`src/rtl/ssf_io_ctrl.sv`:
```
// Stream I/O controller: per-port input FIFOs served on processor read strobes,
// per-port output holding registers with valid/ready handoff, sticky error flags.
module ssf_io_ctrl #(
   parameter int NUBITS = 32,
   parameter int NUIOIN = 2,
   parameter int NUIOOU = 2,
   parameter int FDEPTH = 4
) (
   input  logic                       clk,
   input  logic                       rst,
   input  logic [NUIOIN*NUBITS-1:0]   s_data,
   input  logic [NUIOIN-1:0]          s_valid,
   output logic [NUIOIN-1:0]          s_ready,
   input  logic [NUIOIN-1:0]          req_in,
   output logic signed [NUBITS-1:0]   io_in,
   input  logic [NUIOOU-1:0]          out_en,
   input  logic signed [NUBITS-1:0]   io_out,
   output logic [NUIOOU*NUBITS-1:0]   m_data,
   output logic [NUIOOU-1:0]          m_valid,
   input  logic [NUIOOU-1:0]          m_ready,
   output logic [NUIOIN-1:0]          underrun,
   output logic [NUIOOU-1:0]          overrun,
   output logic                       multi_err,
   input  logic                       clr_err
);

   localparam int PW = (FDEPTH > 1) ? $clog2(FDEPTH) : 1;
   localparam int CW = $clog2(FDEPTH + 1);
   localparam int SW = (NUIOIN > 1) ? $clog2(NUIOIN) : 1;

   logic [NUBITS-1:0] mem  [NUIOIN][FDEPTH];
   logic [PW-1:0]     wptr [NUIOIN];
   logic [PW-1:0]     rptr [NUIOIN];
   logic [CW-1:0]     cnt  [NUIOIN];

   logic [SW-1:0]     sel;
   logic              req_any;
   logic [NUIOIN-1:0] push;
   logic [NUIOIN-1:0] pop;
   logic [NUIOIN-1:0] under_ev;
   logic [NUIOOU-1:0] over_ev;
   logic              multi_ev;

   // Lowest-index requester wins; extra strobe bits only raise multi_err.
   always_comb begin
      sel     = '0;
      req_any = 1'b0;
      for (int unsigned i = 0; i < NUIOIN; i++) begin
         if (req_in[i] && !req_any) begin
            sel     = SW'(i);
            req_any = 1'b1;
         end
      end
   end

   always_comb begin
      s_ready  = '0;
      push     = '0;
      pop      = '0;
      under_ev = '0;
      for (int unsigned k = 0; k < NUIOIN; k++) begin
         s_ready[k]  = (cnt[k] != CW'(FDEPTH));
         push[k]     = s_valid[k] & s_ready[k];
         pop[k]      = req_any && (sel == SW'(k)) && (cnt[k] != '0);
         under_ev[k] = req_any && (sel == SW'(k)) && (cnt[k] == '0);
      end
   end

   always_comb begin
      io_in = '0;
      if (req_any && (cnt[sel] != '0))
         io_in = mem[sel][rptr[sel]];
   end

   always_comb begin
      multi_ev = (|(req_in & (req_in - NUIOIN'(1)))) | (|(out_en & (out_en - NUIOOU'(1))));
      over_ev  = out_en & m_valid & ~m_ready;
   end

   // Storage is not reset: pointers and counts define what is live.
   always_ff @(posedge clk) begin
      for (int unsigned k = 0; k < NUIOIN; k++)
         if (push[k])
            mem[k][wptr[k]] <= s_data[k*NUBITS +: NUBITS];
   end

   always_ff @(posedge clk or negedge rst) begin
      if (!rst) begin
         for (int unsigned k = 0; k < NUIOIN; k++) begin
            wptr[k] <= '0;
            rptr[k] <= '0;
            cnt[k]  <= '0;
         end
      end else begin
         for (int unsigned k = 0; k < NUIOIN; k++) begin
            if (push[k]) wptr[k] <= wptr[k] + PW'(1);
            if (pop[k])  rptr[k] <= rptr[k] + PW'(1);
            cnt[k] <= cnt[k] + CW'(push[k]) - CW'(pop[k]);
         end
      end
   end

   always_ff @(posedge clk or negedge rst) begin
      if (!rst) begin
         m_data  <= '0;
         m_valid <= '0;
      end else begin
         for (int unsigned k = 0; k < NUIOOU; k++) begin
            if (out_en[k]) begin
               m_data[k*NUBITS +: NUBITS] <= io_out;
               m_valid[k]                 <= 1'b1;
            end else if (m_ready[k]) begin
               m_valid[k] <= 1'b0;
            end
         end
      end
   end

   // A new error event in the clearing cycle takes priority over clr_err.
   always_ff @(posedge clk or negedge rst) begin
      if (!rst) begin
         underrun  <= '0;
         overrun   <= '0;
         multi_err <= 1'b0;
      end else begin
         underrun  <= (clr_err ? '0 : underrun) | under_ev;
         overrun   <= (clr_err ? '0 : overrun) | over_ev;
         multi_err <= (clr_err ? 1'b0 : multi_err) | multi_ev;
      end
   end

endmodule

```
`config.mk`:
```
export PLATFORM = sky130hd
export DESIGN_NAME = ssf_io_ctrl
export DESIGN_NICKNAME = d
export VERILOG_FILES = /design/src/rtl/ssf_io_ctrl.sv
export SDC_FILE = /design/constraint.sdc
export NUM_CORES = 1
export LEC_CHECK = 0
export CAP_MARGIN = 20
export CORE_MARGIN = 1.5
export CORE_UTILIZATION = 45
export CTS_CLUSTER_DIAMETER = 120
export DETAILED_ROUTE_END_ITERATION = 8
export GPL_TIMING_DRIVEN = 0
export PLACE_DENSITY_LB_ADDON = 0.15
export SLEW_MARGIN = 0
export SYNTH_ARGS = -nofsm -noshare
export SYNTH_HDL_FRONTEND = slang
export SYNTH_SLANG_ARGS = --single-unit
```
`constraint.sdc`:
```
create_clock -name clk -period 2.9 [get_ports clk]
set_input_delay 0.58 -clock clk [delete_from_list [all_inputs] [get_ports clk]]
set_output_delay 0.58 -clock clk [all_outputs]
set_load 0.02 [all_outputs]
```
==> results.py <==
metrics = {
    "outcome": {
        "status": "finished, final reports clean",
    },
    "synthesis": {
        "postSynthAreaPerCell_sq_um": 18.3,
        "synth-seq-cells": 341,
        "synth_enable_flop_cells": 256,
        "netlist.top_cell.by_area": "sky130_fd_sc_hd__edfxtp_1",
        "cells_after_synth": 749,
        "number_of_distinct_standard_cells_referenced_by_the_synthesized_netlist": 42,
        "synth_top_cells_by_area": "sky130_fd_sc_hd__edfxtp_1, sky130_fd_sc_hd__dfrtp_1, sky130_fd_sc_hd__mux2_2, sky130_fd_sc_hd__mux2i_1, sky130_fd_sc_hd__o32a_1",
        "synth_top_area_frac": 0.562,
        "postSynth.topFlopCell": "sky130_fd_sc_hd__edfxtp_1",
        "yosys_warnings": 0,
        "synth_async_sr_flop_share": 0.249,
        "postSynthNetCount": 870,
        "synth-seq-area-share": 0.718,
        "mappedNetlistArea_sq_um": 13700,
    },
    "drt": {
        "dr_total_vias": 7717,
        "dr.pass1.iters": 5,
        "drt.antenna.violating_nets": 0,
        "wl_per_cell_um": 22.7,
        "drcViolationCount": 0,
        "first_iter_violations": 471,
        "route.final.wire_length_mm": 32.2,
        "drt-vias-per-instance": 5.43,
    },
    "worst_hold_path": {
        "worst_hold_start": "m_data[32]$_DFFE_PN0P_",
        "hold_end": "m_data[32]$_DFFE_PN0P_",
        "timing.hold.worst_path_depth": 1,
        "hold_path.class": "register to register",
    },
    "timing": {
        "final.setup.tns_ps": 0,
        "clock_skew_ps": 11.5,
        "post-route-period-util": 0.991,
        "finalWorstPathRequiredPeriod_ps": 2870,
        "rsz_0062_raised_after_global_routing": "true",
        "tightestPinTransition_ps": 665,
        "worst_slack_ps": 25.1,
        "max_slew_margin": 0.556,
        "hold_violations": 0,
        "setup-violations-final": 0,
        "timing_max_transition_violations_final": 0,
        "maxClockFrequency_ghz": 0.348,
        "hold_slack_ps": 487,
    },
    "critical_path": {
        "setup.reg_to_reg.worst_slack_ps": 490,
        "crit-reg2reg-capture": "cnt[2]$_DFF_PN0_",
        "cp_cell_sequence": "dlygate4sd2_1, nor2b_1, buf_4, clkbuf_4, o32a_1, a21oi_2, dlygate4sd2_1",
        "setup_crit_path_kind": "input pin to primary output",
        "r2r_start": "cnt[1]$_DFF_PN0_",
        "cp-start-kind": "input pin",
        "worst-path-max-fanout": 10,
        "ff2ff_path_depth": 9,
        "crit_slowest_cell": "sky130_fd_sc_hd__dlygate4sd2_1",
        "crit_path_end_kind": "primary output",
        "crit_start": "req_in[0]",
        "critical-path-top-cell-by-count": "sky130_fd_sc_hd__dlygate4sd2_1",
        "required_ps": 2320,
        "cpPeakStageDelay_ps": 370,
        "worst-endpoint-arrival_ps": 2290,
    },
    "pwr": {
        "total_leakage_power_nw": 6.40,
        "power_w": 0.0161,
        "p_per_area_nw_per_um2": 915,
        "worst_ir_drop_vdd_v": 0.000516,
    },
    "global_route": {
        "first_global_vias": 8119,
        "grt_antenna_before_repair": 4,
        "grt_start_max_net_pins": 60,
        "global_route.overflow_total": 0,
        "global_route.usage.total": 0.207,
        "grt_first_pass_wirelength_mm": 48.0,
    },
    "floorplanning": {
        "io_pins": 212,
        "initial_core_utilization": 0.459,
        "std_cell_rows": 63,
        "placeableCoreArea_sq_um": 29800,
        "height_of_the_die_um": 177,
        "die_area_sq_um": 31400,
        "floorplan.die.width_um": 177,
    },
    "final_layout": {
        "final-seq-area_sq_um": 9810,
        "layout-area-overhead-vs-synth_pct": 28.4,
        "final_nets": 1128,
        "layout_cells_sized_above_1": 0.284,
        "final_common_cell": "sky130_fd_sc_hd__edfxtp_1",
        "most-common-layout-cells": "sky130_fd_sc_hd__edfxtp_1, sky130_fd_sc_hd__clkdlybuf4s50_1, sky130_fd_sc_hd__mux2_2",
        "fillers": 2350,
        "multi_input_area_sq_um": 3530,
    },
    "clocking": {
        "clock_tree.buffer_depth": 3,
        "register_clock_pin_slew_on_the_reported_worst_setup_and_hold_paths_ps": 60,
        "clock-root-buffer": "sky130_fd_sc_hd__clkbuf_16",
        "tritoncts.num_buffers": 37,
        "tritoncts": "built",
        "cts_max_level": 2,
        "cts_sinks": 341,
        "postCtsSetupBuffers": 0,
        "worstSkewPairLatency_ps": 510,
    },
    "place": {
        "place_hpwl_mm": 21.2,
        "placement.setup.worst_slack_ps": -806,
        "finalWeightedCongestion": 0.710,
        "portBuffers": 209,
    },
    "run": {
        "cap_violations": 0,
    },
}
## through the flow
stage / util / area [sq um] / cells
after CTS: 0.591 / 17600 / 1421
final: 0.589 / 17600 / 1422
after global routing: 0.589 / 17600 / 1422
after detailed placement: 0.552 / 16400 / 1357
after floorplan: - / 13700 / 749
after global placement: 0.545 / 16300 / 1348
## cells by family after synthesis
logic type | synth area share
multiplexers | 0.156
AO/OA/AOI/OAI | 0.0681
AND/OR/NAND/NOR | 0.0113
buffers and inverters | 0.0269
XOR/XNOR | 0.00641
adder cells (fa/ha/maj) | 0.0139
flip-flops | 0.718
## flip-flops by register name, summed over array words and instances (netlist names)
signal     count
multi_err      1
underrun       2
rptr           4
m_valid        2
wptr           4
overrun        2
cnt            6
mem          256
m_data        64
## synthesized netlist by cell type, types with 3 or more instances
library cell,number
sky130_fd_sc_hd__a32oi_1,32
sky130_fd_sc_hd__clkbuf_4,3
sky130_fd_sc_hd__inv_1,13
sky130_fd_sc_hd__buf_4,6
sky130_fd_sc_hd__mux2_2,113
sky130_fd_sc_hd__and3_1,8
sky130_fd_sc_hd__dfrtp_1,85
sky130_fd_sc_hd__buf_2,19
sky130_fd_sc_hd__a21oi_2,25
sky130_fd_sc_hd__mux2i_1,64
sky130_fd_sc_hd__o32a_1,32
sky130_fd_sc_hd__mux2_1,11
sky130_fd_sc_hd__a21oi_1,8
sky130_fd_sc_hd__buf_6,7
sky130_fd_sc_hd__ha_1,12
sky130_fd_sc_hd__mux2_4,6
sky130_fd_sc_hd__xnor2_1,8
sky130_fd_sc_hd__clkbuf_1,11
sky130_fd_sc_hd__edfxtp_1,256
## critical path, delay by kind of cell
family                 cells  cell delay (ps)
and+or+nand+nor            1               80
AOI/OAI and AO/OA          2              500
buffers and inverters      4             1110
## final cells by class
| cell class | instances | share of cell area |
|---|---|---|
| Buffer | 48 | 0.0205 |
| Antenna cell | 1 | 0.000143 |
| Timing Repair Buffer | 219 | 0.125 |
| Clock buffer | 49 | 0.0582 |
| Clock inverter | 14 | 0.00478 |
| Sequential cell | 341 | 0.559 |
| Tap cell | 390 | 0.0278 |
| Multi-Input combinational cell | 345 | 0.201 |
| Inverter | 15 | 0.00321 |
## worst max path at each step
stage / endpoint / slack [ps]
finish: io_in[4] / 30
global route: io_in[29] / -60
CTS: io_in[18] / 10
detailed placement: io_in[21] / -810
global placement: rptr[2]$_DFFE_PN0P_ / -2010
floorplan: cnt[2]$_DFF_PN0_ / 490
## per-layer routing
metal / global-route usage / share of wire / vias up
li1: - / - / 3475
met1: 0.274 / 0.43 / 3972
met2: 0.342 / 0.49 / 225
met3: 0.0512 / 0.064 / 39
met4: 0.0567 / 0.016 / 6
met5: 0 / 0.0011 / -
## report_power, final
group          internal, W  switching, W  leakage, nW
registers          0.00627      0.000287         3.34
clock network      0.00254       0.00177        0.544
logic              0.00228       0.00290         2.52
## repair_timing
action                                  CTS  global route
gates cloned                              0             0
endpoints found under the setup margin   32            30
endpoints found under the hold margin    15             0
pin swaps                                 2             2
gates resized for setup                  81            39
hold buffers                              1             0
Note: power is estimated with default switching activity, not from simulation.
